<file path="config.mk">
export PLATFORM = sky130hd
export DESIGN_NAME = seq_tx
export DESIGN_NICKNAME = d
export VERILOG_FILES = /design/src/rtl/seq_tx.sv
export SDC_FILE = /design/constraint.sdc
export NUM_CORES = 1
export LEC_CHECK = 0
export ABC_AREA = 1
export CAP_MARGIN = 10
export CORE_UTILIZATION = 48
export DETAILED_ROUTE_END_ITERATION = 8
export PLACE_DENSITY = 0.74
export SLEW_MARGIN = 5
export SYNTH_ARGS = -nofsm -noshare
export SYNTH_HDL_FRONTEND = slang
export SYNTH_SLANG_ARGS = --single-unit
</file>
<file path="constraint.sdc">
create_clock -name clk -period 1.5 [get_ports clk]
set_input_delay 0.225 -clock clk [delete_from_list [all_inputs] [get_ports clk]]
set_output_delay 0.225 -clock clk [all_outputs]
set_load 0.01 [all_outputs]
</file>
<file path="src/rtl/seq_tx.sv">
// seq_tx: serial frame transmitter, sync pattern then MSB-first payload, one bit per clock.
// Optional trailing even-parity bit when SEQ_TX_PARITY_EN is defined.
module seq_tx #(
    parameter int                DATA_W = 8,
    parameter int                SYNC_W = 4,
    parameter logic [SYNC_W-1:0] SYNC   = 4'b1101
) (
    input  logic              clk,
    input  logic              rst,
    input  logic              start,
    input  logic [DATA_W-1:0] data,
    output logic              out,
    output logic              busy,
    output logic              done
);

    localparam int MAX_W = (SYNC_W > DATA_W) ? SYNC_W : DATA_W;
    localparam int CW    = $clog2(MAX_W) + 1;

    localparam logic [CW-1:0] SYNC_LAST = CW'(SYNC_W - 1);
    localparam logic [CW-1:0] DATA_LAST = CW'(DATA_W - 1);
    localparam logic [CW-1:0] DATA_PEN  = CW'((DATA_W >= 2) ? DATA_W - 2 : 0);

`ifdef SEQ_TX_PARITY_EN
    localparam bit PAR_EN = 1'b1;
`else
    localparam bit PAR_EN = 1'b0;
`endif

    typedef enum logic [1:0] {
        ST_IDLE,
        ST_SYNC,
        ST_DATA,
        ST_PAR
    } state_t;

    state_t            state;
    logic [CW-1:0]     cnt;
    logic [SYNC_W-1:0] sshift;
    logic [DATA_W-1:0] dshift;
`ifdef SEQ_TX_PARITY_EN
    logic              par;
`endif

    always_ff @(posedge clk or posedge rst) begin
        if (rst) begin
            state  <= ST_IDLE;
            cnt    <= '0;
            sshift <= '0;
            dshift <= '0;
            out    <= 1'b0;
            busy   <= 1'b0;
            done   <= 1'b0;
`ifdef SEQ_TX_PARITY_EN
            par    <= 1'b0;
`endif
        end else begin
            case (state)
                ST_IDLE: begin
                    out  <= 1'b0;
                    busy <= 1'b0;
                    done <= 1'b0;
                    cnt  <= '0;
                    if (start) begin
                        // The first sync bit goes straight onto the registered line,
                        // so the shifter holds the pattern already advanced by one.
                        state  <= ST_SYNC;
                        sshift <= SYNC << 1;
                        dshift <= data;
                        out    <= SYNC[SYNC_W-1];
                        busy   <= 1'b1;
`ifdef SEQ_TX_PARITY_EN
                        par    <= ^data;
`endif
                    end
                end
                ST_SYNC: begin
                    if (cnt == SYNC_LAST) begin
                        state  <= ST_DATA;
                        cnt    <= '0;
                        out    <= dshift[DATA_W-1];
                        dshift <= dshift << 1;
                        done   <= !PAR_EN && (DATA_W == 1);
                    end else begin
                        cnt    <= cnt + 1'b1;
                        out    <= sshift[SYNC_W-1];
                        sshift <= sshift << 1;
                    end
                end
                ST_DATA: begin
                    if (cnt == DATA_LAST) begin
                        cnt <= '0;
`ifdef SEQ_TX_PARITY_EN
                        state <= ST_PAR;
                        out   <= par;
                        done  <= 1'b1;
`else
                        state <= ST_IDLE;
                        out   <= 1'b0;
                        busy  <= 1'b0;
                        done  <= 1'b0;
`endif
                    end else begin
                        cnt    <= cnt + 1'b1;
                        out    <= dshift[DATA_W-1];
                        dshift <= dshift << 1;
                        done   <= !PAR_EN && (cnt == DATA_PEN);
                    end
                end
`ifdef SEQ_TX_PARITY_EN
                ST_PAR: begin
                    state <= ST_IDLE;
                    cnt   <= '0;
                    out   <= 1'b0;
                    busy  <= 1'b0;
                    done  <= 1'b0;
                end
`endif
                default: begin
                    state <= ST_IDLE;
                    cnt   <= '0;
                    out   <= 1'b0;
                    busy  <= 1'b0;
                    done  <= 1'b0;
                end
            endcase
        end
    end

endmodule

</file>
======== Yosys cells after proc, flatten, opt, wreduce, memory -nomap -nowiden ========
Cells that the tools add are included.
storage, ports and cells
  output and inout port bits .............. 3
  register bits after elaboration ......... 21
  logic and storage cells ................. 49
operators by class
  bitwise logic cells ..................... 1
  reduce and logical (&&, ||, !) cells .... 7
  multiplexer cells ....................... 23
  equality and inequality tests ........... 10
  add/subtract/negate cells ............... 1
operator list
  operator               count
  $mux W8                3
  $pmux W8 S3            1
  $mux W4                4
  $pmux W4 S2            2
  $ne A2 B2 Y1 const B   5
  $eq A4 B3 Y1 const B   2
  $mux W1                6
  $mux W2                3
  $pmux W1 S3            2
  $pmux W2 S3            1
  $reduce_and A3 Y1      2
  $add A4 B1 Y4 const B  1
  $eq A4 B2 Y1 const B   1
  $reduce_and A4 Y1      1
  $reduce_bool A3 Y1     1
  $eq A2 B1 Y1 const B   1
  $eq A2 B2 Y1 const B   1
  $logic_not A2 Y1       1
  $pmux W1 S2            1
  $reduce_and A2 Y1      1
  $reduce_bool A2 Y1     1
  $not A1 Y1             1

======== Depth between registers and ports, before layout ========
  depth in word-level cells ............... 3
  mapped depth ............................ 9
  gate-level depth less buffers ........... 8

======== Worst setup path before layout ========
Ideal clock, no wire load.
  path kind ............................... reg-to-reg
  from .................................... reg state[0]
  to ...................................... reg dshift[1]
  setup slack ............................. 0.090 ns
  required time ........................... 1.378 ns
  arrival time ............................ 1.288 ns
  cell stages (with the launch flop) ...... 10
  cell sequence ........................... dfrtp_1 -> inv_1 -> ha_1 -> inv_1 -> nor2_1 -> nor2_1 -> nand3_4 -> buf_12 -> nand2_2 -> o21ai_2
on the way
  longest elaborated chain between the ends .. 3
RTL lines
  item                                                                        line  source
  start, declared                                                             37    state_t state;
  start signal, assigned                                                      47    state <= ST_IDLE;
  start signal, assigned                                                      67    state <= ST_SYNC;
  start signal, assigned                                                      79    state <= ST_DATA;
  $eq A2 B2 Y1, or another cell as far along                                  58    case (state)
  $ne A2 B2 Y1 (no source line) / $reduce_bool A3 Y1 (equally long branches)  -
  $reduce_and A4 Y1 (no source line)                                          -
  end signal, assigned                                                        69    dshift <= data;
  end signal, assigned                                                        82    dshift <= dshift << 1;
  end signal, assigned                                                        106   dshift <= dshift << 1;
  end, declared                                                               40    logic [DATA_W-1:0] dshift;
Several ways; a longest one is shown, not always the timed one.
A chain may end at the register's enable or synchronous reset.

======== Final worst setup path ========
  from .................................... reg state[0]
  to ...................................... reg state[0]
on the way
  longest elaborated chain between the ends .. 3
RTL lines
  item                                        line
  $eq A2 B2 Y1, or another cell as far along  58
  $ne A2 B2 Y1 (no source line)               -
  $reduce_and A3 Y1 (no source line)          -
Several ways; a longest one is shown, not always the timed one.

==> results_dict.tcl <==
set metrics [dict create \
    synthesis.nets 130 \
    fmax_ghz 0.677 \
    place_congestion 0.779 \
    p_sw_mw 1.19 \
    hold_buffers 0 \
    clkSlewWorstSetupHoldPaths_ns 0.11 \
    routed_wl_um 2040 \
    cts_tree "built" \
    drt_iter0_markers 10 \
    port_buffers 13 \
    hold_viol 0 \
    met2_usage_pct 30.4 \
    hpwl_um 1320 \
    pwr-share-clk_pct 9.4 \
    grt_max_degree 21 \
    core_region_area_um2 2040 \
    fin_cells 165 \
    wl_per_cell_um 12.4 \
    die_h_um 49.5 \
    grt_overflow 0 \
    netlist_instances 112 \
    rows 16 \
    power.internal_mw 1.65 \
    period_needed_ns 1.48 \
    clock_path_buffers 2 \
    die_x_um 49.5 \
    path_buf_inv 3 \
    comb_power_share_pct 60.2 \
    cts_root_buf "clkbuf_4" \
    peakVddDrop_mv 1.52 \
    fill_cells 175 \
    synth_top_area_share_pct 46.2 \
    cap_violations 0 \
    drc 0 \
    dieArea_um2 2450 \
    seqPwrFrac_pct 30.5 \
    synth-seq-area-share_pct 46.2 \
    vias 830 \
    ys_ff_latch 20 \
    globalRouteMet1Util_pct 24.2 \
    layout-drive-gt1-share_pct 29.7 \
    setup.worst_path.class "reg -> reg" \
    placed_area_um2 1290 \
    viasPerCell 5.03 \
    antenna_found_initial 0 \
    yosysTopAreaCell "dfrtp_1" \
    crit_path_max_incr_delay_ns 0.42 \
    pre_cts_ws_ns -0.00712 \
    ff_latch_area_um2 500 \
    antennaDiodeCount 0 \
    numCtsBuffers 3 \
    clock_latency_ns 0.31 \
    swShare_pct 41.9 \
    required_ns 1.70 \
    grt_pass1_vias 778 \
    antenna_left 0 \
    syn_area_um2 1080 \
    slowest_stage "dfrtp_1" \
    critPathLaunchType "flip-flop" \
    grt_pass1_wl_um 3420 \
    syn_avg_cell_area_um2 9.66 \
    fin_ws_ns 0.0232 \
    cpLargestDelayFamily "flip-flops" \
    leakage_nw 0.659 \
    final_design_area_no_fill_um2 1400 \
    setup-violations-final 0 \
    ys_top_cells_by_area "dfrtp_1 46%, ha_1 8.1%, nand2_1 8.0%" \
    finalCritPeriodShare_pct 98.5 \
    drt_pass1_iterations 4 \
    boundaryPins 14 \
    initial_core_util_pct 53.0 \
    drv_slew 0 \
    yosysUniqueCellTypes 22 \
    crit_chain "inv_2 > buf_4 > ha_2 > inv_1 > o21bai_4 > nand3b_1 > nand2_1 > o21ai_1" \
    grt_usage_pct 18.8 \
    ys_warn_count 0 \
    min_path_type "in -> async" \
    busiest_layer "met2" \
    multi_input_area_um2 572 \
    nets 158 \
    area_growth_pct 28.9 \
    fin_total_pwr_mw 2.84 \
    fin_skew_ns 0.00452 \
    cellPowerDensity_nw_per_um2 2040 \
    crit_fanout 5 \
    cts_sinks 20 \
    dp.cells 157 \
    met3_usage_pct 2.78 \
    cp-end-kind "flip-flop" \
    tightest_slew_ns 0.266 \
    status "complete, no violations" \
    relSlewSlack_pct 82.3 \
    cts_max_level 1 \
    crit_arrival_ns 1.68 \
]
-- synthesized netlist by cell type (all sizes together) --
library cell   n
nand2         27
dfrtp         20
o21ai         15
inv           11
nor2          10
ha             7
mux2i          7
nand3          6
a21oi          2
buf            2
a211oi         1
nand3b         1
o21bai         1
xnor2          1
xor2           1
-- kinds of logic after synthesis --
group | synth area share [%]
AO/OA/AOI/OAI | 12.4
XOR/XNOR | 1.62
adder cells (fa/ha/maj) | 8.09
buffers and inverters | 6.13
flip-flops | 46.2
multiplexers | 6.47
AND/OR/NAND/NOR | 19.1
-- cell type report --
class	count	area share, %
multi-input cells	80	41.0
inverters	11	2.96
flip-flops and latches	20	35.9
well taps	27	2.42
clock buffers	3	1.61
repair buffers	24	16.1
-- tightest hold or removal path, stage by stage --
cell and delay (ns):
clkdlybuf4s50_1 0.39, inv_1 0.05, buf_4 0.26
-- sequential cells by signal, indices dropped and copies added, names as in the netlist --
signal,count
cnt,4
sshift,3
dshift,8
busy,1
done,1
state,2
out,1
-- per-layer routing --
layer | vias up | routed length (µm)
met1 | 393 | 975
li1 | 420 | -
met2 | 11 | 968
met3 | 6 | 52
met5 | - | 0
met4 | 0 | 45
-- per-stage QoR --
| stage | TNS, ns | hold WS [ns] | utilization, % |
|---|---|---|---|
| 2_1_floorplan | 0 | 0.189 | - |
| 3_3_place_gp | 0 | 0.466 | 63.0 |
| 3_5_place_dp | -0.0104 | 0.474 | 63.0 |
| 4_1_cts | 0 | 0.231 | 65.2 |
| 5_1_grt | -0.0426 | 0.305 | 68.3 |
| 6_report | 0 | 0.223 | 68.3 |
-- cell usage in the layout (no fill, tap or decap), drive strengths merged, types with 7 or more instances in the layout --
cell,instances
o21ai,15
nor2,10
mux2i,7
ha,7
inv,11
nand2,27
nand3,7
buf,11
clkdlybuf4s50,13
dfrtp,20
-- power by group through the flow --
stage,clock [mW],sequential (mW),combinational (mW)
after floorplan,0,0.861,1.12
after global placement,0,0.866,1.44
after detailed placement,0,0.876,1.48
after CTS,0.269,0.863,1.55
after global routing,0.290,0.888,1.88
final,0.266,0.865,1.71
-- final timing paths --
path / from / end / slack, ns / cells past startpoint
worst max-delay path: state[0]$_DFFE_PP0P_ / state[0]$_DFFE_PP0P_ / 0.02 / 8
min in group clk: data[0] / dshift[0]$_DFFE_PP0P_ / 0.47 / 3
worst max register to register: state[0]$_DFFE_PP0P_ / state[0]$_DFFE_PP0P_ / 0.02 / 8
worst min register to register: dshift[7]$_DFFE_PP0P_ / dshift[7]$_DFFE_PP0P_ / 0.49 / 2
max in group asynchronous: rst / sshift[1]$_DFFE_PP0P_ / 1.06 / 3
worst min-delay path: rst / dshift[6]$_DFFE_PP0P_ / 0.22 / 3
-- repair_timing --
action | CTS | global route
gates resized for setup | 3 | 12
gates cloned | 1 | 0
pin swaps | 1 | 2
setup endpoints to repair | 10 | 19
setup buffers | 0 | 4
Note: power is estimated with default switching activity, not from simulation.
